**src/rtl/mul_issue_arbiter.sv**
```systemverilog
// mul_issue_arbiter
// Round-robin front end for one shared 3-stage saturating multiplier.
// One op is granted per cycle. A 2-deep tag pipe follows each op through
// the multiplier so that its result goes back to the requester that issued it.
// The multiplier has no reset and no stall. The tag pipe is the only record
// of which multiplier slots hold live work. The multiplier's busy flags are
// cross-checked against it once stale contents have drained.

module mul_issue_arbiter #(
  parameter int NUM_REQ = 4,
  parameter int IDW     = $clog2(NUM_REQ)
) (
  input  logic                   clk,
  input  logic                   rst_n,
  input  logic                   issue_en,
  input  logic                   flush,
  input  logic [NUM_REQ-1:0]     req_valid,
  output logic [NUM_REQ-1:0]     req_ready,
  input  logic [16*NUM_REQ-1:0]  req_instr,
  input  logic [16*NUM_REQ-1:0]  req_a,
  input  logic [16*NUM_REQ-1:0]  req_b,
  output logic [15:0]            mul_instr,
  output logic [15:0]            mul_a,
  output logic [15:0]            mul_b,
  input  logic [1:0]             mul_status,
  input  logic [15:0]            mul_instr_ex,
  input  logic [15:0]            mul_product,
  output logic                   rsp_valid,
  output logic [IDW-1:0]         rsp_id,
  output logic [15:0]            rsp_instr,
  output logic [15:0]            rsp_product,
  output logic [1:0]             inflight,
  output logic                   idle,
  output logic                   seq_err
);

  // Cycles during which the multiplier may still hold ops the tags no longer track
  localparam logic [1:0] WARMUP = 2'd2;

  logic [NUM_REQ-1:0] elig;
  logic [IDW-1:0]     rr_ptr;
  logic               gnt_v;
  logic [IDW-1:0]     gnt_id;
  logic               t1_v;
  logic [IDW-1:0]     t1_id;
  logic               t2_v;
  logic [IDW-1:0]     t2_id;
  logic [1:0]         chk_cnt;
  logic               chk_en;

  // A requester competes only with a non-bubble instr while issue is open
  always_comb begin
    elig = '0;
    for (int i = 0; i < NUM_REQ; i++) begin
      elig[i] = req_valid[i] & (|req_instr[16*i +: 16]) & issue_en;
    end
  end

  // Round-robin scan: first eligible requester at or after rr_ptr
  always_comb begin
    logic [IDW-1:0] idx;
    idx    = '0;
    gnt_v  = 1'b0;
    gnt_id = '0;
    for (int k = 0; k < NUM_REQ; k++) begin
      idx = IDW'((int'(rr_ptr) + k) % NUM_REQ);
      if (!gnt_v && elig[idx]) begin
        gnt_v  = 1'b1;
        gnt_id = idx;
      end
    end
  end

  // One-hot ready and operand steering. Without a grant the multiplier sees a bubble.
  always_comb begin
    req_ready = '0;
    mul_instr = '0;
    mul_a     = '0;
    mul_b     = '0;
    for (int i = 0; i < NUM_REQ; i++) begin
      if (gnt_v && (gnt_id == IDW'(i))) begin
        req_ready[i] = 1'b1;
        mul_instr    = req_instr[16*i +: 16];
        mul_a        = req_a[16*i +: 16];
        mul_b        = req_b[16*i +: 16];
      end
    end
  end

  // Priority pointer moves just past the last winner
  always_ff @(posedge clk or negedge rst_n) begin
    if (!rst_n) begin
      rr_ptr <= '0;
    end else if (gnt_v) begin
      rr_ptr <= (gnt_id == IDW'(NUM_REQ - 1)) ? '0 : gnt_id + 1'b1;
    end
  end

  // Tag pipe mirrors the multiplier stages. A flush kills the older tags, but the grant made in the flush cycle survives.
  always_ff @(posedge clk or negedge rst_n) begin
    if (!rst_n) begin
      t1_v  <= 1'b0;
      t1_id <= '0;
      t2_v  <= 1'b0;
      t2_id <= '0;
    end else begin
      t1_v  <= gnt_v;
      t1_id <= gnt_id;
      t2_v  <= t1_v & ~flush;
      t2_id <= t1_id;
    end
  end

  // Down-counter masking the status check while stale multiplier contents drain
  always_ff @(posedge clk or negedge rst_n) begin
    if (!rst_n) begin
      chk_cnt <= WARMUP;
    end else if (flush) begin
      chk_cnt <= WARMUP;
    end else if (chk_cnt != 2'd0) begin
      chk_cnt <= chk_cnt - 2'd1;
    end
  end

  assign chk_en = (chk_cnt == 2'd0);

  // Sticky flag for any disagreement between the tags and the multiplier busy bits
  always_ff @(posedge clk or negedge rst_n) begin
    if (!rst_n) begin
      seq_err <= 1'b0;
    end else if (chk_en && ((t1_v != mul_status[1]) || (t2_v != mul_status[0]))) begin
      seq_err <= 1'b1;
    end
  end

  assign rsp_valid   = t2_v & ~flush;
  assign rsp_id      = t2_id;
  assign rsp_instr   = mul_instr_ex;
  assign rsp_product = mul_product;
  assign inflight    = {1'b0, t1_v} + {1'b0, t2_v};
  assign idle        = (inflight == 2'd0) & ~(|req_valid);

endmodule

```
**config.mk**
```make
export PLATFORM = sky130hd
export DESIGN_NAME = mul_issue_arbiter
export DESIGN_NICKNAME = d
export VERILOG_FILES = /design/src/rtl/mul_issue_arbiter.sv
export SDC_FILE = /design/constraint.sdc
export NUM_CORES = 1
export LEC_CHECK = 0
export ABC_AREA = 1
export CELL_PAD_IN_SITES_DETAIL_PLACEMENT = 1
export CELL_PAD_IN_SITES_GLOBAL_PLACEMENT = 1
export CORE_MARGIN = 2
export CORE_UTILIZATION = 21
export DETAILED_ROUTE_END_ITERATION = 10
export GPL_ROUTABILITY_DRIVEN = 0
export HOLD_SLACK_MARGIN = 0.15
export PLACE_DENSITY_LB_ADDON = 0.1
export SLEW_MARGIN = 20
export SYNTH_ARGS = -nofsm -noshare
export SYNTH_HDL_FRONTEND = slang
export SYNTH_SLANG_ARGS = --single-unit
```
**constraint.sdc**
```tcl
create_clock -name clk -period 9.6 [get_ports clk]
set_input_delay 1.92 -clock clk [delete_from_list [all_inputs] [get_ports clk]]
set_output_delay 1.92 -clock clk [all_outputs]
set_load 0.005 [all_outputs]
```
After elaboration in Yosys (flattened, before gate mapping). Cells that the tools add are included. W data, S select, Z words.

Magnitude comparators: 4. Reductions and logical operators: 22. Muxes and demuxes: 35. Bitwise gates (word level): 13. Eq/ne operators: 5. $add $sub $neg: 6.

Operator list (count): $mux W16 (12); $reduce_or A16 Y1 (4); $mux W2 (7); $lt A2 B3 Y1 const B (4); $mux W1 (12); $and A1 B1 Y1 (11); $bmux W1 S2 (4); $logic_and A1 B1 Y1 (8); $logic_not A2 Y1 (3); $add A2 B1 Y2 const B (2); $add A2 B2 Y2 const B (2); $eq A2 B2 Y1 const B (2); $reduce_bool A2 Y1 (2); $reduce_or A4 Y1 (1); $logic_not A1 Y1 (3); $add A1 B1 Y2 (1); $eq A2 B1 Y1 const B (1); $ne A1 B1 Y1 (2); $not A1 Y1 (2); $sub A2 B1 Y2 const B (1); $logic_or A1 B1 Y1 (1).

Word-level logic and storage cells: 92. Bits in registers: 11. Output and inout port bits: 91. Input bits: 234.

Depth between registers and ports, before layout.
Depth in word-level cells: 21. Gate-level depth with buffers: 21. Depth with buffers taken out: 19.

Least setup slack after synthesis. OpenSTA, ideal clock, no wires.

Path kind: input port to output port. From: input port req_instr[26]. To: output port mul_a[9]. Data arrival time: 4312 ps. Data required time: 7680 ps. Buffers on the path: 3. Stages: 20. Setup slack: 3368 ps. Cells stage by stage: nor2_1 -> nand2_1 -> nor2_1 -> nand2_1 -> nand3_1 -> nand2_1 -> o21ai_2 -> nand4_4 -> buf_4 -> inv_1 -> o21ai_1 -> inv_1 -> ha_1 -> clkbuf_1 -> buf_1 -> nand3_1 -> nand2_1 -> clkinv_1 -> nand2_1 -> nand2_1.

Longest elaborated chain between the ends: 21. Elaborated cells on any way between the ends: 37. Those cells by class: eq/ne (3); mux (20); bitwise (2); reduce/logical (12).

Ends and longest elaborated chain: start, declared (line 19) `input logic [16*NUM_REQ-1:0] req_instr,`; $reduce_or A16 Y1 (*) (line 55) `elig[i] = req_valid[i] & (|req_instr[16*i +: 16]) & issue_en;`; $and A1 B1 Y1 (*) (2 in a row) (line 55); $bmux W1 S2 (line 67) `if (!gnt_v && elig[idx]) begin`; $mux W1 (implied by the code) (line 67); $mux W1 (line 67); $logic_not A1 Y1 (line 67); $logic_and A1 B1 Y1 (line 67); $mux W1 (line 67); [3 not listed]; $logic_not A1 Y1 (line 67); $logic_and A1 B1 Y1 (line 67); $mux W2 (*) (line 67); net gnt_id[0] (line 43) `logic [IDW-1:0] gnt_id;`; $logic_not A2 Y1 (line 81) `if (gnt_v && (gnt_id == IDW'(i))) begin`; $logic_and A1 B1 Y1 (line 81); $mux W16 (3 in a row) (line 81); $mux W16 (*) (line 81); end, declared (line 23) `output logic [15:0] mul_a,`.

Mark *: on every way through the listed nets, which the timed path passes. The rest lies on a longest branch. The select of a mux whose other input is x is not followed.

Final worst setup path.
From: input port req_instr[1]. To: output port mul_b[2].

Longest elaborated chain between the ends: 21. Elaborated cells on any way between the ends: 37. Those cells by class: eq/ne (3); mux (20); bitwise (2); reduce/logical (12).

Ends and longest elaborated chain: $reduce_or A16 Y1 (*) (line 55); $and A1 B1 Y1 (*) (2 in a row) (line 55); $bmux W1 S2 (line 67); $mux W1 (implied by the code) (line 67); $mux W1 (line 67); $logic_not A1 Y1 (line 67); $logic_and A1 B1 Y1 (line 67); $mux W1 (line 67); [3 not listed]; $logic_not A1 Y1 (line 67); $logic_and A1 B1 Y1 (line 67); $mux W2 (*) (line 67); net gnt_id[0] (line 43); $logic_not A2 Y1 (line 81); $logic_and A1 B1 Y1 (line 81); $mux W16 (3 in a row) (line 81); $mux W16 (*) (line 81); end, declared (line 24) `output logic [15:0] mul_b,`.

Marked as above.

==> impl_metrics.json <==
{
  "yosysUniqueCellTypes": 26,
  "fmax_mhz": 128,
  "io_buffers": 260,
  "drtAntennaViolNets": 0,
  "slew_violations": 0,
  "multi_input_comb_area_um2": 2500,
  "clk-insertion-delay-late_ns": 0.23,
  "drtIter0Drc": 187,
  "rsz0062_at_grt": "false",
  "nets": 1245,
  "finalHoldViolCount": 0,
  "syn_inst": 817,
  "finalCritPeriodShare": 0.813,
  "antenna_found_initial": 0,
  "syn_nets": 1058,
  "clockBufferDepth": 2,
  "grt_start_max_net_pins": 98,
  "num_rows": 49,
  "whs_ns": 0.346,
  "setup_violations": 0,
  "cts-root-buf": "clkbuf_16",
  "crit_start": "req_instr[1]",
  "holdBufCountCts": 0,
  "syn-cell-area_um2": 3880,
  "setup_ws_ns": 1.80,
  "yosysSeqAreaShare": 0.0712,
  "dieArea_um2": 19600,
  "finClkSkew_ns": 0.00388,
  "critPathRequiredTime_ns": 7.68,
  "avgSynthCellArea_um2": 4.75,
  "hp-class": "flip-flop to flip-flop",
  "worst_slew_pin_slew_ns": 1.03,
  "post_cts_buffers": 0,
  "synth_edf_count": 0,
  "synth-seq-cells": 11,
  "fin_util": 0.357,
  "vias": 5347,
  "critical_path_peak_fanout": 44,
  "gr-total-overflow": 0,
  "critPathLaunchType": "input pin",
  "tns_ns": 0,
  "final_layout_size_suffix_gt1_frac": 0.0199,
  "seqCellArea_um2": 277,
  "viasPerCell": 4.34,
  "fillers": 2466,
  "die_h_um": 140,
  "wl_um": 17800,
  "ys.flop_type": "dfrtp_1",
  "grt_pass1_vias": 5446,
  "cts_tree": "built",
  "routedWlPerCell_um": 14.4,
  "maxCapViolations": 0,
  "fin_crit_ns": 7.80,
  "min_from": "t1_id[1]",
  "pre_cts_slack_ns": 1.60,
  "drtPass1Iterations": 4,
  "cts-htree-levels": 1,
  "drcViolationCount": 0,
  "initial_core_util": 0.215,
  "ys_async_sr_fraction": 1.00,
  "antennaDiodeCount": 0,
  "ios": 325,
  "path_class": "input pin to primary output",
  "worstPathArrival_ns": 5.88,
  "clock-sinks": 11,
  "die_w_um": 140,
  "core_um2": 18000,
  "areaGrowthSynthToFinish_pct": 65.6,
  "cts-buffers-inserted": 3,
  "r2r-start": "rr_ptr[0]",
  "grt_usage": 0.176,
  "place_hpwl_um": 13700,
  "relSlewSlack": 0.316,
  "clkSlewWorstSetupHoldPaths_ns": 0.04,
  "status": "finished, final reports clean",
  "yosysWarningCount": 0,
  "cts.repair.resized": 0,
  "cp-end-kind": "primary output",
  "grt_pass1_wl_um": 28600
}
==> synthesized netlist by cell type (2+ instances only) <==
cell,number,share of area
xor2_1,3,0.0068
inv_1,142,0.14
o21ai_0,3,0.0039
buf_4,43,0.083
buf_2,15,0.019
buf_1,5,0.0048
nand3_1,212,0.27
nor2_1,91,0.088
clkinv_1,21,0.020
nand2_2,2,0.0032
a21oi_1,4,0.0052
inv_2,2,0.0019
clkbuf_1,21,0.020
dfrtp_1,10,0.064
nand2_1,226,0.22
ha_1,7,0.023
==> through the flow <==
stage	cells	area, um2
floorplan	817	3880
global placement	1227	6330
detailed placement	1227	6330
CTS	1231	6410
global route	1232	6430
finish	1232	6430
==> layout make-up <==
cell class / count / share of cell area
Clock buffer: 4 / 0.0123
Inverter: 165 / 0.0963
Multi-Input combinational cell: 556 / 0.389
Sequential cell: 11 / 0.0430
Tap cell: 229 / 0.0445
Timing Repair Buffer: 267 / 0.415
==> kinds of logic (layout without fill, tap and decap cells) <==
family                     Yosys count  in the layout  share of synthesized area
AOI/OAI and AO/OA                   11             11                     0.0161
buffers and inverters              250            436                      0.290
adders and majority gates            7              7                     0.0226
DFF                                 11             11                     0.0712
xor gates and xnor gates             4              4                    0.00902
and+or+nand+nor                    534            534                      0.591
==> routing by layer <==
metal | vias to the layer above | GRT usage | wire length (um)
met4 | 0 | 0.0100 | 76
met1 | 2392 | 0.223 | 7860
li1 | 2810 | - | -
met5 | - | 0 | 0
met3 | 12 | 0.0280 | 884
met2 | 133 | 0.328 | 8960
==> final timing paths <==
check	to	slack, ns	cells past startpoint
worst max-delay path	mul_b[2]	1.80	19
worst min-delay path	rsp_id[1]	0.35	0
worst max register to register	t1_v	6.81	7
worst min register to register	rsp_id[1]	0.35	0
max in group asynchronous	chk_cnt[1]	7.21	1
min in group asynchronous	rr_ptr[0]	2.03	1
==> registers in the layout, indices dropped and copies added, names as in the netlist <==
| signal | count |
|---|---|
| t1_v | 1 |
| seq_err | 1 |
| chk_cnt | 2 |
| rsp_id | 2 |
| rr_ptr | 2 |
| t2_v | 1 |
| t1_id | 2 |
==> layout by cell type, fill, tap and decap left out <==
| master | n |
|---|---|
| nor4_1 | 1 |
| xnor2_1 | 1 |
| ha_2 | 2 |
| dfrtp_1 | 10 |
| a21o_1 | 1 |
| clkbuf_16 | 3 |
| clkdlybuf4s50_1 | 260 |
| a21oi_1 | 4 |
| ha_4 | 1 |
| buf_4 | 6 |
| inv_2 | 2 |
| xor2_1 | 3 |
| inv_1 | 142 |
| nand2_2 | 1 |
| buf_12 | 1 |
| ha_1 | 4 |
| nand2_1 | 226 |
| clkinv_1 | 21 |
| nand2_4 | 1 |
| clkbuf_1 | 1 |
| a31oi_1 | 1 |
| nand3_1 | 212 |
| dfstp_2 | 1 |
| nor2_1 | 91 |
| o21ai_1 | 1 |
| o21ai_0 | 3 |
| nand4_4 | 1 |
| nor3_1 | 1 |
| o21ai_2 | 1 |
==> worst max-delay path, cell delays in order <==
cell and delay (ns):
clkdlybuf4s50_1 0.44, nor2_1 0.13, nand3_1 0.08, nor2_1 0.12, nand2_1 0.09, nand3_1 0.09
nand2_1 0.10, o21ai_2 0.26, nand4_4 0.12, inv_1 0.16, o21ai_1 0.21, inv_1 0.15
ha_2 0.87, buf_4 0.30, nand3_1 0.09, nand3_1 0.10, nand2_1 0.07, nand2_1 0.06
clkdlybuf4s50_1 0.50
Power is not shown: default switching activity piles up to over one toggle a cycle in this logic, so the estimate is an artifact.
